--- src/rtl/lcd_16x2_resp.sv ---
// HD44780-style 16x2 LCD responder (DDRAM, address counter, display state, BF timing); CGRAM storage with LCD_16X2_RESP_CGRAM_EN.
// Latency: E is 2-flop synchronized; writes act one cycle after the synchronized E fall, reads register on the synchronized rise.
// Backpressure: busy (BF) is held for the instruction delay; writes arriving while busy are discarded with a cmd_drop pulse.
module lcd_16x2_resp #(
    parameter int CLR_DELAY  = 76_500,
    parameter int CMD_DELAY  = 1_950,
    parameter int DATA_DELAY = 2_150
) (
    input  logic       clk,
    input  logic       rst_n,
    input  logic       RS,
    input  logic       RW,
    input  logic       E,
    input  logic [7:0] DATA_IN,
    output logic [7:0] DATA_OUT,
    output logic       DATA_OE,
    output logic       busy,
    output logic       disp_on,
    output logic       cursor_on,
    output logic       blink_on,
    output logic [5:0] shift_ofs,
    input  logic [6:0] mon_addr,
    output logic [7:0] mon_char,
    output logic       cmd_drop
);

    localparam int MAX_D = (CLR_DELAY > CMD_DELAY)
                         ? ((CLR_DELAY > DATA_DELAY) ? CLR_DELAY : DATA_DELAY)
                         : ((CMD_DELAY > DATA_DELAY) ? CMD_DELAY : DATA_DELAY);
    localparam int CW = $clog2(MAX_D + 1);

    typedef enum logic [1:0] {S_IDLE, S_CLEAR, S_WAIT} state_t;

    state_t         state;
    logic [CW-1:0]  cnt;
    logic [6:0]     clr_idx;
    logic [6:0]     ac;
    logic           cg_sel;
    logic           inc_mode;
    logic           shift_en;
    logic           rd_pend;
    logic           e_s1, e_s2, e_d;
    logic           e_rise, e_fall, wr_acc;
    logic [7:0]     rd_dat;
    logic           dd_we;
    logic [6:0]     dd_widx;
    logic [7:0]     dd_wdat;

    logic [7:0] ddram [0:79];
`ifdef LCD_16X2_RESP_CGRAM_EN
    logic [7:0] cgram [0:63];
`endif

    function automatic logic dd_valid(input logic [6:0] a);
        return (a <= 7'h27) || ((a >= 7'h40) && (a <= 7'h67));
    endfunction

    // Line 2 (0x40..0x67) packs directly after line 1 in the 80-entry array.
    function automatic logic [6:0] dd_index(input logic [6:0] a);
        return a[6] ? (a - 7'd24) : a;
    endfunction

    function automatic logic [6:0] ac_step(input logic [6:0] a, input logic inc, input logic cg);
        logic [6:0] r;
        if (cg)
            r = {1'b0, (inc ? (a[5:0] + 6'd1) : (a[5:0] - 6'd1))};
        else if (!dd_valid(a))
            r = a[6] ? 7'h00 : 7'h40;
        else if (inc)
            r = (a == 7'h27) ? 7'h40 : ((a == 7'h67) ? 7'h00 : (a + 7'd1));
        else
            r = (a == 7'h00) ? 7'h67 : ((a == 7'h40) ? 7'h27 : (a - 7'd1));
        return r;
    endfunction

    function automatic logic [5:0] ofs_step(input logic [5:0] o, input logic right);
        if (right)
            return (o == 6'd39) ? 6'd0 : (o + 6'd1);
        else
            return (o == 6'd0) ? 6'd39 : (o - 6'd1);
    endfunction

    assign busy     = (state != S_IDLE);
    assign DATA_OE  = RW & e_s2;
    assign e_rise   = e_s2 & ~e_d;
    assign e_fall   = ~e_s2 & e_d;
    assign wr_acc   = e_fall & ~RW & ~busy;
    assign mon_char = dd_valid(mon_addr) ? ddram[dd_index(mon_addr)] : 8'h00;

    always_comb begin
        rd_dat = 8'h00;
        if (cg_sel) begin
`ifdef LCD_16X2_RESP_CGRAM_EN
            rd_dat = cgram[ac[5:0]];
`endif
        end else if (dd_valid(ac)) begin
            rd_dat = ddram[dd_index(ac)];
        end
    end

    always_comb begin
        dd_we   = 1'b0;
        dd_widx = clr_idx;
        dd_wdat = 8'h20;
        if (state == S_CLEAR) begin
            dd_we = 1'b1;
        end else if (wr_acc && RS && !cg_sel && dd_valid(ac)) begin
            dd_we   = 1'b1;
            dd_widx = dd_index(ac);
            dd_wdat = DATA_IN;
        end
    end

    always_ff @(posedge clk) begin
        if (dd_we)
            ddram[dd_widx] <= dd_wdat;
    end

`ifdef LCD_16X2_RESP_CGRAM_EN
    always_ff @(posedge clk) begin
        if (wr_acc && RS && cg_sel)
            cgram[ac[5:0]] <= DATA_IN;
    end
`endif

    always_ff @(posedge clk or negedge rst_n) begin
        if (!rst_n) begin
            e_s1      <= 1'b0;
            e_s2      <= 1'b0;
            e_d       <= 1'b0;
            state     <= S_CLEAR;
            cnt       <= CW'(CLR_DELAY - 1);
            clr_idx   <= 7'd0;
            ac        <= 7'd0;
            cg_sel    <= 1'b0;
            inc_mode  <= 1'b1;
            shift_en  <= 1'b0;
            disp_on   <= 1'b0;
            cursor_on <= 1'b0;
            blink_on  <= 1'b0;
            shift_ofs <= 6'd0;
            DATA_OUT  <= 8'h00;
            cmd_drop  <= 1'b0;
            rd_pend   <= 1'b0;
        end else begin
            e_s1     <= E;
            e_s2     <= e_s1;
            e_d      <= e_s2;
            cmd_drop <= 1'b0;

            // cnt runs through CLEAR and WAIT so the total busy time equals the loaded delay.
            case (state)
                S_CLEAR: begin
                    if (cnt != '0)
                        cnt <= cnt - CW'(1);
                    clr_idx <= clr_idx + 7'd1;
                    if (clr_idx == 7'd79)
                        state <= (cnt == '0) ? S_IDLE : S_WAIT;
                end
                S_WAIT: begin
                    if (cnt == '0)
                        state <= S_IDLE;
                    else
                        cnt <= cnt - CW'(1);
                end
                default: ;
            endcase

            if (e_rise && RW) begin
                if (!RS) begin
                    DATA_OUT <= {busy, ac};
                end else if (!busy) begin
                    DATA_OUT <= rd_dat;
                    rd_pend  <= 1'b1;
                end else begin
                    DATA_OUT <= 8'h00;
                end
            end

            if (e_fall) begin
                rd_pend <= 1'b0;
                if (RW) begin
                    if (RS && rd_pend && !busy) begin
                        ac    <= ac_step(ac, inc_mode, cg_sel);
                        state <= S_WAIT;
                        cnt   <= CW'(DATA_DELAY - 1);
                    end
                end else if (busy) begin
                    cmd_drop <= 1'b1;
                end else if (RS) begin
                    ac <= ac_step(ac, inc_mode, cg_sel);
                    if (shift_en)
                        shift_ofs <= ofs_step(shift_ofs, inc_mode);
                    state <= S_WAIT;
                    cnt   <= CW'(DATA_DELAY - 1);
                end else begin
                    state <= S_WAIT;
                    cnt   <= CW'(CMD_DELAY - 1);
                    casez (DATA_IN)
                        8'b1???????: begin
                            ac     <= DATA_IN[6:0];
                            cg_sel <= 1'b0;
                        end
                        8'b01??????: begin
                            ac     <= {1'b0, DATA_IN[5:0]};
                            cg_sel <= 1'b1;
                        end
                        8'b001?????: ;
                        8'b0001????: begin
                            if (DATA_IN[3])
                                shift_ofs <= ofs_step(shift_ofs, DATA_IN[2]);
                            else
                                ac <= ac_step(ac, DATA_IN[2], cg_sel);
                        end
                        8'b00001???: begin
                            disp_on   <= DATA_IN[2];
                            cursor_on <= DATA_IN[1];
                            blink_on  <= DATA_IN[0];
                        end
                        8'b000001??: begin
                            inc_mode <= DATA_IN[1];
                            shift_en <= DATA_IN[0];
                        end
                        8'b0000001?: begin
                            ac        <= 7'd0;
                            cg_sel    <= 1'b0;
                            shift_ofs <= 6'd0;
                            cnt       <= CW'(CLR_DELAY - 1);
                        end
                        8'b00000001: begin
                            ac        <= 7'd0;
                            cg_sel    <= 1'b0;
                            inc_mode  <= 1'b1;
                            shift_ofs <= 6'd0;
                            clr_idx   <= 7'd0;
                            state     <= S_CLEAR;
                            cnt       <= CW'(CLR_DELAY - 1);
                        end
                        default: ;
                    endcase
                end
            end
        end
    end

endmodule

--- config.mk ---
export PLATFORM = sky130hd
export DESIGN_NAME = lcd_16x2_resp
export DESIGN_NICKNAME = d
export VERILOG_FILES = /design/src/rtl/lcd_16x2_resp.sv
export SDC_FILE = /design/constraint.sdc
export NUM_CORES = 1
export LEC_CHECK = 0
export CORE_UTILIZATION = 57
export DETAILED_ROUTE_END_ITERATION = 8
export PLACE_DENSITY = 0.82
export SETUP_SLACK_MARGIN = 0.1
export SLEW_MARGIN = 20
export SYNTH_ARGS = -nofsm -noshare
export SYNTH_HDL_FRONTEND = slang
export SYNTH_SLANG_ARGS = --single-unit
--- constraint.sdc ---
create_clock -name clk -period 5.9 [get_ports clk]
set_clock_uncertainty 0.1 [all_clocks]
set_input_delay 0.885 -clock clk [delete_from_list [all_inputs] [get_ports clk]]
set_output_delay 0.885 -clock clk [all_outputs]
set_load 0.1 [all_outputs]
==> flow_summary.yaml <==
power:
  power_frac_clock_pct: 43.5
  vdd.ir_drop.worst_mv: 0.3639
  total_leakage_power_nw: 10.88
  sw_frac_of_total_pct: 22.43
  power_report.internal_total_mw: 8.078
  p_seq_share_pct: 51.3
  comb_pwr_share_pct: 5.2
  power-per-cell-area_mw_per_mm2: 268.9
  power_switching_mw: 2.336
floorplan:
  dieArea_mm2: 0.06231
  core_mm2: 0.06047
  chipHeight_um: 249.6
  initial_core_util_pct: 57.79
  fp.dieW_um: 249.6
  i_o_pin_count: 48
  number_of_placement_rows: 90
finish:
  layout.filler_cells: 3965
  multiInputGateArea_mm2: 0.01348
  final_layout_size_suffix_gt1_share_pct: 25.53
  ff_latch_area_mm2: 0.02069
  area_growth_pct: 10.81
  post_layout_util_pct: 64.04
  nets: 2261
drt:
  via_count: 22800
  drt_drc_violations_left: 0
  route.antenna.remaining_nets: 0
  route.detailed.vias_per_inst: 7.442
  finalWirelength_um: 103300
  initialDrtViolationCount: 3950
  wire_per_inst_um: 33.72
  detail_route.first_pass.iterations: 7
sta:
  final_max_slew_viol_count: 0
  timing.final.setup_violations: 0
  layout_min_cycle_time_ns: 5.504
  slew-limit-headroom_pct: 18.95
  finalSetupTns_ns: 0
  fin_crit_sh_pct: 93.29
  tightest_slew_ns: 1.205
  grt_setup_unrepaired: "false"
  achievable-frequency_ghz: 0.1817
  timing.final.hold_violations: 0
setup_path:
  worstPathBufferInverterCount: 3
  arrival_ns: 4.52
  critical_path_class: "in2out"
  worst-path-max-fanout: 32
  max_stage_delay_ns: 0.81
  critical-path-top-cell-by-count: "sky130_fd_sc_hd__buf_4"
  critical_path_required_ns: 4.91
  critPathCaptureType: "output pin"
  crit_slowest_cell: "sky130_fd_sc_hd__clkdlybuf4s50_1"
  crit_chain: "clkdlybuf4s50_1 > xor2_4 > buf_4 > mux4_2 > mux2i_1 > nand2_1 > a21boi_0 > o211ai_1 > buf_4"
  crit_family: "buffers and inverters"
  critical_path.startpoint_type: "primary input"
yosys:
  netlist-cell-type-count: 89
  synth_top_area_cell: "sky130_fd_sc_hd__edfxtp_1"
  ys_async_sr_fraction_pct: 8.309
  synthesis.area_mm2: 0.03495
  synth_top_area_share_pct: 54.99
  synth_area_per_cell_um2: 16.00
  ys.warnings.count: 0
  synth-edff-count: 640
  netlist_top_cells_area: "sky130_fd_sc_hd__edfxtp_1, sky130_fd_sc_hd__mux4_2, sky130_fd_sc_hd__dfrtp_1"
  syn-num-nets: 2221
  synthCells: 2184
  synth_register_bits: 698
  sequential_to_total_area_share_from_yosys_stat_pct: 59.18
  synthFlopType: "sky130_fd_sc_hd__edfxtp_1"
clocking:
  clock_transition_at_path_regs_ns: 0.06
  cts-resized-gates: 0
  clk_latency_ns: 0.63
  cts_hold_buffers: 0
  cts-htree-levels: 3
  clock-sinks: 698
  ctsRootBufferMaster: "sky130_fd_sc_hd__clkbuf_16"
  post-cts-setup-buffer-count: 0
  tritoncts_clock_tree: "yes"
  clock_tree.buffer_depth: 3
  numCtsBuffers: 72
global_routing:
  grt_pass1_vias: 22740
  grt.total_usage_pct: 34.06
  grt_max_degree: 86
  antenna_found_initial: 0
  gr-total-overflow: 0
  global_route_wire_length_before_repair_um: 154300
placed_design:
  routabilityCongestion: 1.026
  io_buffers: 47
  hpwl_um: 67940
run_status:
  run_status: "complete, no violations"
flow_run:
  max_cap_violations: 0
min_path:
  hp-class: "reg2reg"
==> area by class of cell <==
class                           count  area share [%]
Clock buffer                       87           4.908
Inverter                           28          0.2714
Tap cell                          782           2.527
Sequential cell                   698           53.44
Clock inverter                     43           1.057
Timing Repair Buffer              121           2.976
Multi-Input combinational cell   1303           34.82
Antenna cell                        1        0.006462
==> per-stage QoR <==
step	cell area (um2)	std cells	hold slack, ns	setup slack [ns]	total power [mW]
after CTS	38720	3062	0.2520	0.4555	10.42
after global routing	38720	3062	0.2670	0.3188	10.63
final	38730	3063	0.2522	0.3961	10.41
after detailed placement	36410	2932	0.2379	0.4801	5.974
after floorplan	34950	2184	0.2312	1.044	5.801
after global placement	36410	2932	0.2375	0.5563	5.967
==> power by group through the flow <==
| stage | Sequential (mW) | Combinational, mW | Clock [mW] |
|---|---|---|---|
| floorplan | 5.51 | 0.295 | 0 |
| global placement | 5.45 | 0.520 | 0 |
| detailed placement | 5.45 | 0.527 | 0 |
| CTS | 5.34 | 0.531 | 4.55 |
| global route | 5.34 | 0.558 | 4.73 |
| finish | 5.34 | 0.537 | 4.53 |
==> routing by layer <==
layer	wire [um]	global-route usage (%)	up-vias	share of wire, %
li1	-	-	9006	-
met1	35530	45.54	11630	34
met2	48860	52.87	1820	47
met3	13030	8.104	337	13
met4	5857	17.05	0	5.7
met5	0	0	-	0
==> worst paths after layout <==
path / slack [ns] / from / cells after the start / end
max in group asynchronous: 4.76 / rst_n / 2 / ac[0]
min reg2reg: 0.25 / e_s1 / 0 / e_s2
min: 0.25 / e_s1 / 0 / e_s2
max reg2reg: 1.45 / ac[4] / 9 / ddram[37][1]
max: 0.40 / mon_addr[6] / 9 / mon_char[5]
min in group asynchronous: 0.35 / rst_n / 2 / e_s2
==> cell usage after synthesis (all sizes together), types with 39 or more instances <==
| master | instances |
|---|---|
| edfxtp | 640 |
| dfrtp | 47 |
| clkbuf | 56 |
| buf | 99 |
| mux2i | 59 |
| nand3 | 42 |
| nand2 | 198 |
| mux4 | 337 |
| a21oi | 74 |
| nor3 | 39 |
| nor2 | 147 |
| o21ai | 43 |
==> state kept, by name, summed over array words and instances (netlist names), 2 cells and up <==
name       flops
clr_idx        7
shift_ofs      6
state          2
ac             7
cnt           17
DATA_OUT       8
ddram        640
==> kinds of logic (layout without fill, tap and decap cells) <==
family | after synthesis | count (layout) | share of synthesized area (%)
flops | 698 | 698 | 59.18
simple gates | 551 | 551 | 7.343
mux | 403 | 403 | 23.63
compound gates | 294 | 294 | 5.821
buf+inv | 183 | 279 | 2.438
xor+xnor | 38 | 38 | 0.9738
fa+ha+maj | 17 | 17 | 0.6086
other cells | 0 | 1 | 0
==> placed cells by master, fill, tap and decap left out, drive strengths merged, types with 17 or more instances in the layout <==
cell,instances
edfxtp,640
mux4,337
nand2,198
nor2,147
clkbuf,87
buf,86
a21oi,74
mux2i,59
dfrtp,47
o21ai,43
nand3,42
nor3,39
clkdlybuf4s50,35
a31oi,31
inv,31
clkinv,29
xnor2,28
nor4,20
and2,18
o22ai,17
ha,17
nand2b,17
==> worst register-to-register path: cells and delay by family (launching register included) <==
| kind | cells | cell delay, ns |
|---|---|---|
| fa+ha+maj | 1 | 0.26 |
| compound gates | 3 | 1.61 |
| buf+inv | 2 | 0.61 |
| flops | 1 | 0.67 |
| simple gates | 3 | 0.82 |
Power figures use the tool's default switching activity.
